**src/rtl/uart_pkg.sv**
```systemverilog
// Shared types and default constants for the UART TX byte-path arbiter.
package uart_pkg;

   typedef enum logic {
      ARB_IDLE = 1'b0,
      ARB_XFER = 1'b1
   } arb_state_e;

   localparam int DEF_NUM_REQ        = 4;
   localparam int DEF_DATA_BITS      = 8;
   localparam int DEF_MAX_BURST      = 16;
   localparam int DEF_TIMEOUT_CYCLES = 1024;

endpackage

```
**src/rtl/rr_select.sv**
```systemverilog
// Combinational round-robin pick: first set request searching upward from last_i+1, wrapping.
module rr_select #(
   parameter int NumReq = 4,
   parameter int IdxW   = $clog2(NumReq)
) (
   input  logic [NumReq-1:0] req_i,
   input  logic [IdxW-1:0]   last_i,
   output logic [IdxW-1:0]   grant_o,
   output logic              any_valid_o
);

   logic [IdxW-1:0] cand;

   // Walk offsets from farthest to nearest so the nearest set request wins.
   always_comb begin
      grant_o     = '0;
      cand        = '0;
      any_valid_o = |req_i;
      for (int off = NumReq; off >= 1; off--) begin
         cand = IdxW'((int'(last_i) + off) % NumReq);
         if (req_i[cand]) begin
            grant_o = cand;
         end
      end
   end

endmodule

```
**src/rtl/uart_tx_arbiter.sv**
```systemverilog
// Round-robin arbiter sharing one UART TX byte path among NumReq requesters, with burst limit.
// Defining UART_ARB_TIMEOUT_EN adds a stall counter that revokes a grant whose owner goes quiet.
module uart_tx_arbiter
   import uart_pkg::*;
#(
   parameter int NumReq        = DEF_NUM_REQ,
   parameter int DataBits      = DEF_DATA_BITS,
   parameter int MaxBurst      = DEF_MAX_BURST,
   parameter int TimeoutCycles = DEF_TIMEOUT_CYCLES
) (
   input  logic                         Clk,
   input  logic                         Reset,
   input  logic [NumReq-1:0]            ReqValid,
   input  logic [NumReq*DataBits-1:0]   ReqByte,
   input  logic [NumReq-1:0]            ReqLast,
   output logic [NumReq-1:0]            ReqReady,
   output logic [DataBits-1:0]          TxByte,
   output logic                         TxValid,
   input  logic                         TxReady,
   output logic [$clog2(NumReq)-1:0]    Owner,
   output logic                         Busy,
   output logic                         Timeout
);

   localparam int IW = $clog2(NumReq);
   localparam int BW = $clog2(MaxBurst + 1);

   if (NumReq < 2 || MaxBurst < 1 || TimeoutCycles < 1) begin : g_param_check
      $error("uart_tx_arbiter: illegal parameter combination");
   end

   arb_state_e          state_q, state_d;
   logic [IW-1:0]       owner_q, owner_d;
   logic [IW-1:0]       last_q, last_d;
   logic [BW-1:0]       beat_q, beat_d;
   logic [IW-1:0]       rr_grant;
   logic                rr_any;
   logic [DataBits-1:0] req_bytes [NumReq];
   logic                own_valid, own_last, beat, burst_end, stall_expire;

   always_comb begin
      for (int k = 0; k < NumReq; k++) begin
         req_bytes[k] = ReqByte[k*DataBits +: DataBits];
      end
   end

   rr_select #(.NumReq(NumReq), .IdxW(IW)) u_rr_select (
      .req_i       (ReqValid),
      .last_i      (last_q),
      .grant_o     (rr_grant),
      .any_valid_o (rr_any)
   );

   assign own_valid = ReqValid[owner_q];
   assign own_last  = ReqLast[owner_q];
   assign beat      = (state_q == ARB_XFER) && own_valid && TxReady;
   assign burst_end = beat && (own_last || (beat_q == BW'(MaxBurst - 1)));

`ifdef UART_ARB_TIMEOUT_EN
   localparam int SW = $clog2(TimeoutCycles + 1);

   logic [SW-1:0] stall_q;
   logic          timeout_q;

   // Counts consecutive XFER cycles with the owner silent; expiry is the TimeoutCycles-th such cycle.
   assign stall_expire = (state_q == ARB_XFER) && !own_valid && (stall_q == SW'(TimeoutCycles - 1));

   always_ff @(posedge Clk) begin
      if (Reset) begin
         stall_q   <= '0;
         timeout_q <= 1'b0;
      end else begin
         timeout_q <= stall_expire;
         if (state_q != ARB_XFER || own_valid || stall_expire) begin
            stall_q <= '0;
         end else begin
            stall_q <= stall_q + SW'(1);
         end
      end
   end

   assign Timeout = timeout_q;
`else
   assign stall_expire = 1'b0;
   assign Timeout      = 1'b0;
`endif

   always_ff @(posedge Clk) begin
      if (Reset) begin
         state_q <= ARB_IDLE;
         owner_q <= '0;
         last_q  <= IW'(NumReq - 1);
         beat_q  <= '0;
      end else begin
         state_q <= state_d;
         owner_q <= owner_d;
         last_q  <= last_d;
         beat_q  <= beat_d;
      end
   end

   always_comb begin
      state_d  = state_q;
      owner_d  = owner_q;
      last_d   = last_q;
      beat_d   = beat_q;
      TxValid  = 1'b0;
      TxByte   = '0;
      ReqReady = '0;
      Busy     = 1'b0;
      case (state_q)
         ARB_IDLE: begin
            if (rr_any) begin
               state_d = ARB_XFER;
               owner_d = rr_grant;
               beat_d  = '0;
            end
         end
         ARB_XFER: begin
            if (beat) begin
               beat_d = beat_q + BW'(1);
            end
            if (burst_end || stall_expire) begin
               state_d = ARB_IDLE;
               last_d  = owner_q;
            end
         end
         default: state_d = ARB_IDLE;
      endcase
      // Outputs are forced quiet while Reset is high so an abandoned grant completes no handshake.
      if (state_q == ARB_XFER && !Reset) begin
         Busy              = 1'b1;
         TxValid           = own_valid;
         TxByte            = req_bytes[owner_q];
         ReqReady[owner_q] = TxReady;
      end
   end

   assign Owner = owner_q;

endmodule

```
**config.mk**
```make
export PLATFORM = sky130hd
export DESIGN_NAME = uart_tx_arbiter
export DESIGN_NICKNAME = d
export VERILOG_FILES = /design/src/rtl/uart_pkg.sv /design/src/rtl/rr_select.sv /design/src/rtl/uart_tx_arbiter.sv
export SDC_FILE = /design/constraint.sdc
export NUM_CORES = 1
export LEC_CHECK = 0
export CORE_ASPECT_RATIO = 0.5
export CORE_MARGIN = 2
export CORE_UTILIZATION = 32
export DETAILED_ROUTE_END_ITERATION = 12
export PLACE_DENSITY = 0.76
export SLEW_MARGIN = 20
export SYNTH_ARGS = -nofsm -noshare
export SYNTH_HDL_FRONTEND = slang
export SYNTH_SLANG_ARGS = --single-unit
```
**constraint.sdc**
```tcl
create_clock -name Clk -period 1.6 [get_ports Clk]
set_input_delay 0.32 -clock Clk [delete_from_list [all_inputs] [get_ports Clk]]
set_output_delay 0.32 -clock Clk [all_outputs]
set_load 0.005 [all_outputs]
```
; Yosys cells after proc, flatten, opt, wreduce, memory -nomap -nowiden
; Index checks and enable logic that the tools add are counted.
[totals]
ff_bits = 10
input_bits = 43
output_inout_bits = 17
elab_cells = 64
[op_classes]
add_sub_neg = 5
order_cmp = 7
n_eq_ne = 3
n_mux = 31
bitwise_logic = 3
n_reduce_logical = 11
[op_table]
columns = cell, count
row1 = $mux 8, 3
row2 = $bmux 8 s2, 1
row3 = $lt 2x3->1 const B, 5
row4 = $bmux 1 s2, 6
row5 = $mux 1, 11
row6 = $mux 5, 2
row7 = $pmux 5 s2, 1
row8 = $mux 2, 4
row9 = $reduce_and 2->1, 3
row10 = $add 5x1->5 const B, 1
row11 = $eq 5x4->1 const B, 1
row12 = $logic_and 1x1->1, 5
row13 = $add 2x1->2 const B, 2
row14 = $add 2x2->2 const B, 2
row15 = $and 4x4->4, 1
row16 = $mux 4, 1
row17 = $reduce_or 4->1, 1
row18 = $ge 3x3->1 const B, 1
row19 = $not 2->3, 1
row20 = $demux 1 s2, 1
row21 = $ge 2x1->1 const B, 1
row22 = $ne 2x1->1 const B, 1
row23 = $ne 2x2->1 const B, 1
row24 = $pmux 1 s2, 1
row25 = other kinds (3), 3

; Longest topological paths before layout
; Gate-level depths: netlist of the first run.
[logic_depth]
ltp_word = 7
mapped_depth = 6
ltp_nobuf = 6

; Cells and area by module
; Synthesis of the first run repeated with hierarchy kept, for this count alone.
[hier_totals]
hier_cells = 106
hier_area_um2 = 964.7
[by_module_without_submodules]
columns = module, instances, cells_per_inst, area_each_um2
row1 = uart_tx_arbiter, 1, 92, 873.3
row2 = rr_select, 1, 14, 91.3

; Worst setup path after synthesis of the first run
; Ideal clock, no wire load.
[synth_timing]
kind = reg-to-output
startpoint = reg owner_q[0], in the netlist Owner[0]
endpoint = out TxByte[2]
arrival_ps = 1378
t_required_ps = 1280
path_slack_ps = -98
path_stages_with_launch = 5
path_cell_list = dfxtp_1 > buf_6 > buf_2 > mux4_2 > and2_1
[synth_via]
elab_chain_len = 5
[synth_rtl]
columns = item, line
row1 = "start, declared", uart_tx_arbiter.sv:33  ; logic [IW-1:0] owner_q, owner_d;
row2 = "start signal, assigned", uart_tx_arbiter.sv:96  ; owner_q <= owner_d;
row3 = $not 2->3 (implied by the code), uart_tx_arbiter.sv:134  ; TxByte = req_bytes[owner_q];
row4 = $bmux 8 s2, uart_tx_arbiter.sv:134
row5 = $mux 8 (implied by the code) (2 in series), uart_tx_arbiter.sv:134
row6 = $mux 8, uart_tx_arbiter.sv:131  ; if (state_q == ARB_XFER && !Reset) begin
row7 = "end, declared", uart_tx_arbiter.sv:17  ; output logic [DataBits-1:0] TxByte,
; No other way between the ends. The select of a mux whose other input is x is not followed.

; Worst setup path after layout of the first run
[layout_timing]
startpoint = reg owner_q[0], in the netlist Owner[0]
endpoint = out TxByte[4]
; Same word-level chain as after synthesis.

==> results of run 1 <==
-- registers in the layout, indices dropped and copies added, names as in the netlist --
signal / cells
Owner: 2
state_q: 1
last_q: 2
beat_q: 5
-- critical path: cells and delay by family, from the launching register on --
family	cells	cell delay, ns
AND/OR/NAND/NOR	1	0.14
multiplexers	1	0.49
buffers and inverters	3	0.33
flip-flops	1	0.37
-- worst paths after layout --
check | from | depth (start not counted) | endpoint
worst max-delay path | Owner[0]$_SDFFE_PP0P_ | 5 | TxByte[4]
worst max register to register | Owner[0]$_SDFFE_PP0P_ | 6 | last_q[0]$_SDFFE_PP1P_
worst min-delay path | beat_q[1]$_SDFFE_PP0P_ | 1 | beat_q[1]$_SDFFE_PP0P_
worst min register to register | beat_q[1]$_SDFFE_PP0P_ | 1 | beat_q[1]$_SDFFE_PP0P_
-- cell usage in the layout, fill, tap and decap left out, types with 2 or more instances in the layout --
master / n
mux2i_1: 2
o21ai_0: 2
buf_4: 17
dlygate4sd2_1: 7
and2_1: 8
inv_1: 4
and3_1: 2
nor3_2: 2
clkdlybuf4s50_1: 37
nand2_1: 2
a21oi_1: 3
nand3b_1: 3
buf_2: 8
and2_4: 3
nand3_2: 3
clkbuf_8: 4
dlymetal6s2s_1: 3
buf_6: 11
ha_1: 2
mux4_2: 9
nor2_1: 9
or2b_1: 2
buf_12: 2
dfxtp_1: 8
xor2_1: 2
-- layer usage --
metal  global-route usage  share of wire
met5                    0              0
met4               0.0310         0.0030
met3               0.0630          0.082
met2                0.364           0.55
met1                0.212           0.37
-- kinds of logic after synthesis --
group / Yosys count / synth area share
compound gates: 15 / 0.129
xor+xnor: 2 / 0.0194
fa+ha+maj: 2 / 0.0277
buf+inv: 15 / 0.0857
flops: 10 / 0.221
mux: 12 / 0.271
other cells: 1 / 0.00415
simple gates: 39 / 0.242
-- cell type report --
| type | instances | share of cell area |
|---|---|---|
| clock buffers | 4 | 0.0301 |
| well taps | 37 | 0.0253 |
| multi-input cells | 71 | 0.376 |
| inverters | 6 | 0.0164 |
| flip-flops and latches | 10 | 0.112 |
| repair buffers | 86 | 0.440 |
-- power groups by stage --
| stage | clock, mW | sequential (mW) | combinational (mW) |
|---|---|---|---|
| detailed placement | 0 | 0.301 | 0.467 |
| CTS | 0.329 | 0.285 | 0.564 |
| floorplan | 0 | 0.284 | 0.227 |
| global route | 0.351 | 0.288 | 0.626 |
| global placement | 0 | 0.300 | 0.457 |
| finish | 0.325 | 0.286 | 0.586 |
-- metrics by stage --
step,instances,setup TNS [ns]
after floorplan,96,0
after global placement,200,-10.64
after detailed placement,200,-11.21
after CTS,214,-2.40
after global routing,214,-3.30
final,214,-2.63
-- what timing repair did --
action	CTS	global route
pin swaps	12	7
setup endpoints to repair	25	23
setup buffers	12	1
resized for setup	73	17
==> results.md, run 1 <==
* Routed wire length at 3290 um
* CTS root buf: clkbuf_8
* Peak Freq at 529 MHz
* Fillers at 216
* Status: finished, violations left
* Clock Sinks at 10
* # port buffers at 58
* Sequential cell area at 205 um^2
* Switch Pwr at 0.331 mW
* Final period utilization at 1.18
* Max-cap violations at 0
* Die Y at 41.6 um
* Worst path most repeated cell: buf_6
* Core Region at 0.00264 mm^2
* Clock latency at the later pin of the worst-skew pair at 0.24 ns
* Power, Total at 1.20 mW
* Synthesis Warnings at 0
* Largest cells by area after synthesis: dfxtp_1 (22%), mux4_2 (15%), mux4_1 (8.7%), and2_1 (6.9%), nor2_1 (3.7%)
* Gate Count Post-Synth at 96
* Cts hold-fix bufs at 0
* Vias per cell at 4.96
* Layout cell share with drive strength beyond 1 at 0.412
* Clock share of power at 0.271
* Number of diodes at 0
* Register share of total power at 0.239
* Synth cell types at 38
* Routed len/inst at 15.4 um
* CP Max Fanout at 4
* DP Wirelength at 2350 um
* Netlist Area Pre-Place at 905 um^2
* Worst Hold Class: reg2reg
* Sequential area share after synthesis at 0.221
* Place WS at -0.685 ns
* Combinational cell fraction of total power at 0.490
* DIE AREA at 0.00329 mm^2
* Avg Cell Area, Syn at 9.42 um^2
* Syn_nets at 141
* TritonCTS Buffers at 3
* First-pass GRT wire length at 4860 um
* CTS H-tree depth at 1
* RSZ-0062 raised after global routing: yes
* Die width at 79.2 um
* Design Area, Final at 0.00183 mm^2
* Pwr Density at 654 mW/mm^2
* Tmin final at 1.89 ns
* Crit path required time at 1.28 ns
* Final Worst Setup Slack at -0.292 ns
* Static Leakage at 0.805 nW
* Reg clk slew, reported paths at 0.05 ns
* Failing checks: setup timing
* Max Transition Viols Final at 0
* Number of synthesized flops with an enable pin at 0
* Top cell type by total area after synthesis: dfxtp_1
* GP Congestion at 0.762
* Drt drc at 0
* Endpoint type of the worst setup path: primary output
* DP Area at 0.00163 mm^2
* Vias in the first global route at 1,044
* Detailed Routing Iterations Pass 1 at 4
* CP Data Arrival Time at 1.57 ns
* Hold slack at 0.491 ns
* Top-level port count at 60
* Clock buffer depth at 2
* Area occupied by multi-input gates at 687 um^2
* Vias at 1,061
* Switching share of total power at 0.276
* Slowest-stage cell, CP: mux4_2
* GRT Util Overall at 0.192
* Fin Clk Skew at 0.00852 ns
* Total gr overflow at 0
* Synth top area share at 0.221
* FF-to-FF setup slack at -0.12 ns
* Utilization after layout at 0.694
* Setup violations, final at 16
* Post-synth ARST share at 0
* CTS tree: yes
* Post-route ant nets at 0
* Maximum number of pins on one net before global-route repair at 10
* Worst vdd ir at 0.597 mV
* Worst setup path class: reg2out
* Startpoint Class: flop
* Starting Density at 0.343
* Initial antenna violation count at 0
* Rows at 13
* Top FF cell, synth: dfxtp_1
* Post-synth top cells: and2_1 (10), dfxtp_1 (10), nor2_1 (9)
* Synth-to-layout area growth at 102%
* 1st-iter DRT viols at 20
* Internal Pwr Total at 0.866 mW
* Critical path's largest stage delay at 0.49 ns
* Synthesized flop and latch total at 10
* CP cell instances: buf_6, buf_6, mux4_2, and2_1, buf_2
* Final hold violations at 0
* Final #Nets at 223
(Power assumes the default switching activity.)
==> run 2, diff against run 1 <==
- CTS_CLUSTER_SIZE: not set -> 30
- SLEW_MARGIN: 20 -> 10
==> results of run 2 <==
Final layout, timing and power as in run 1 (identical DEF).
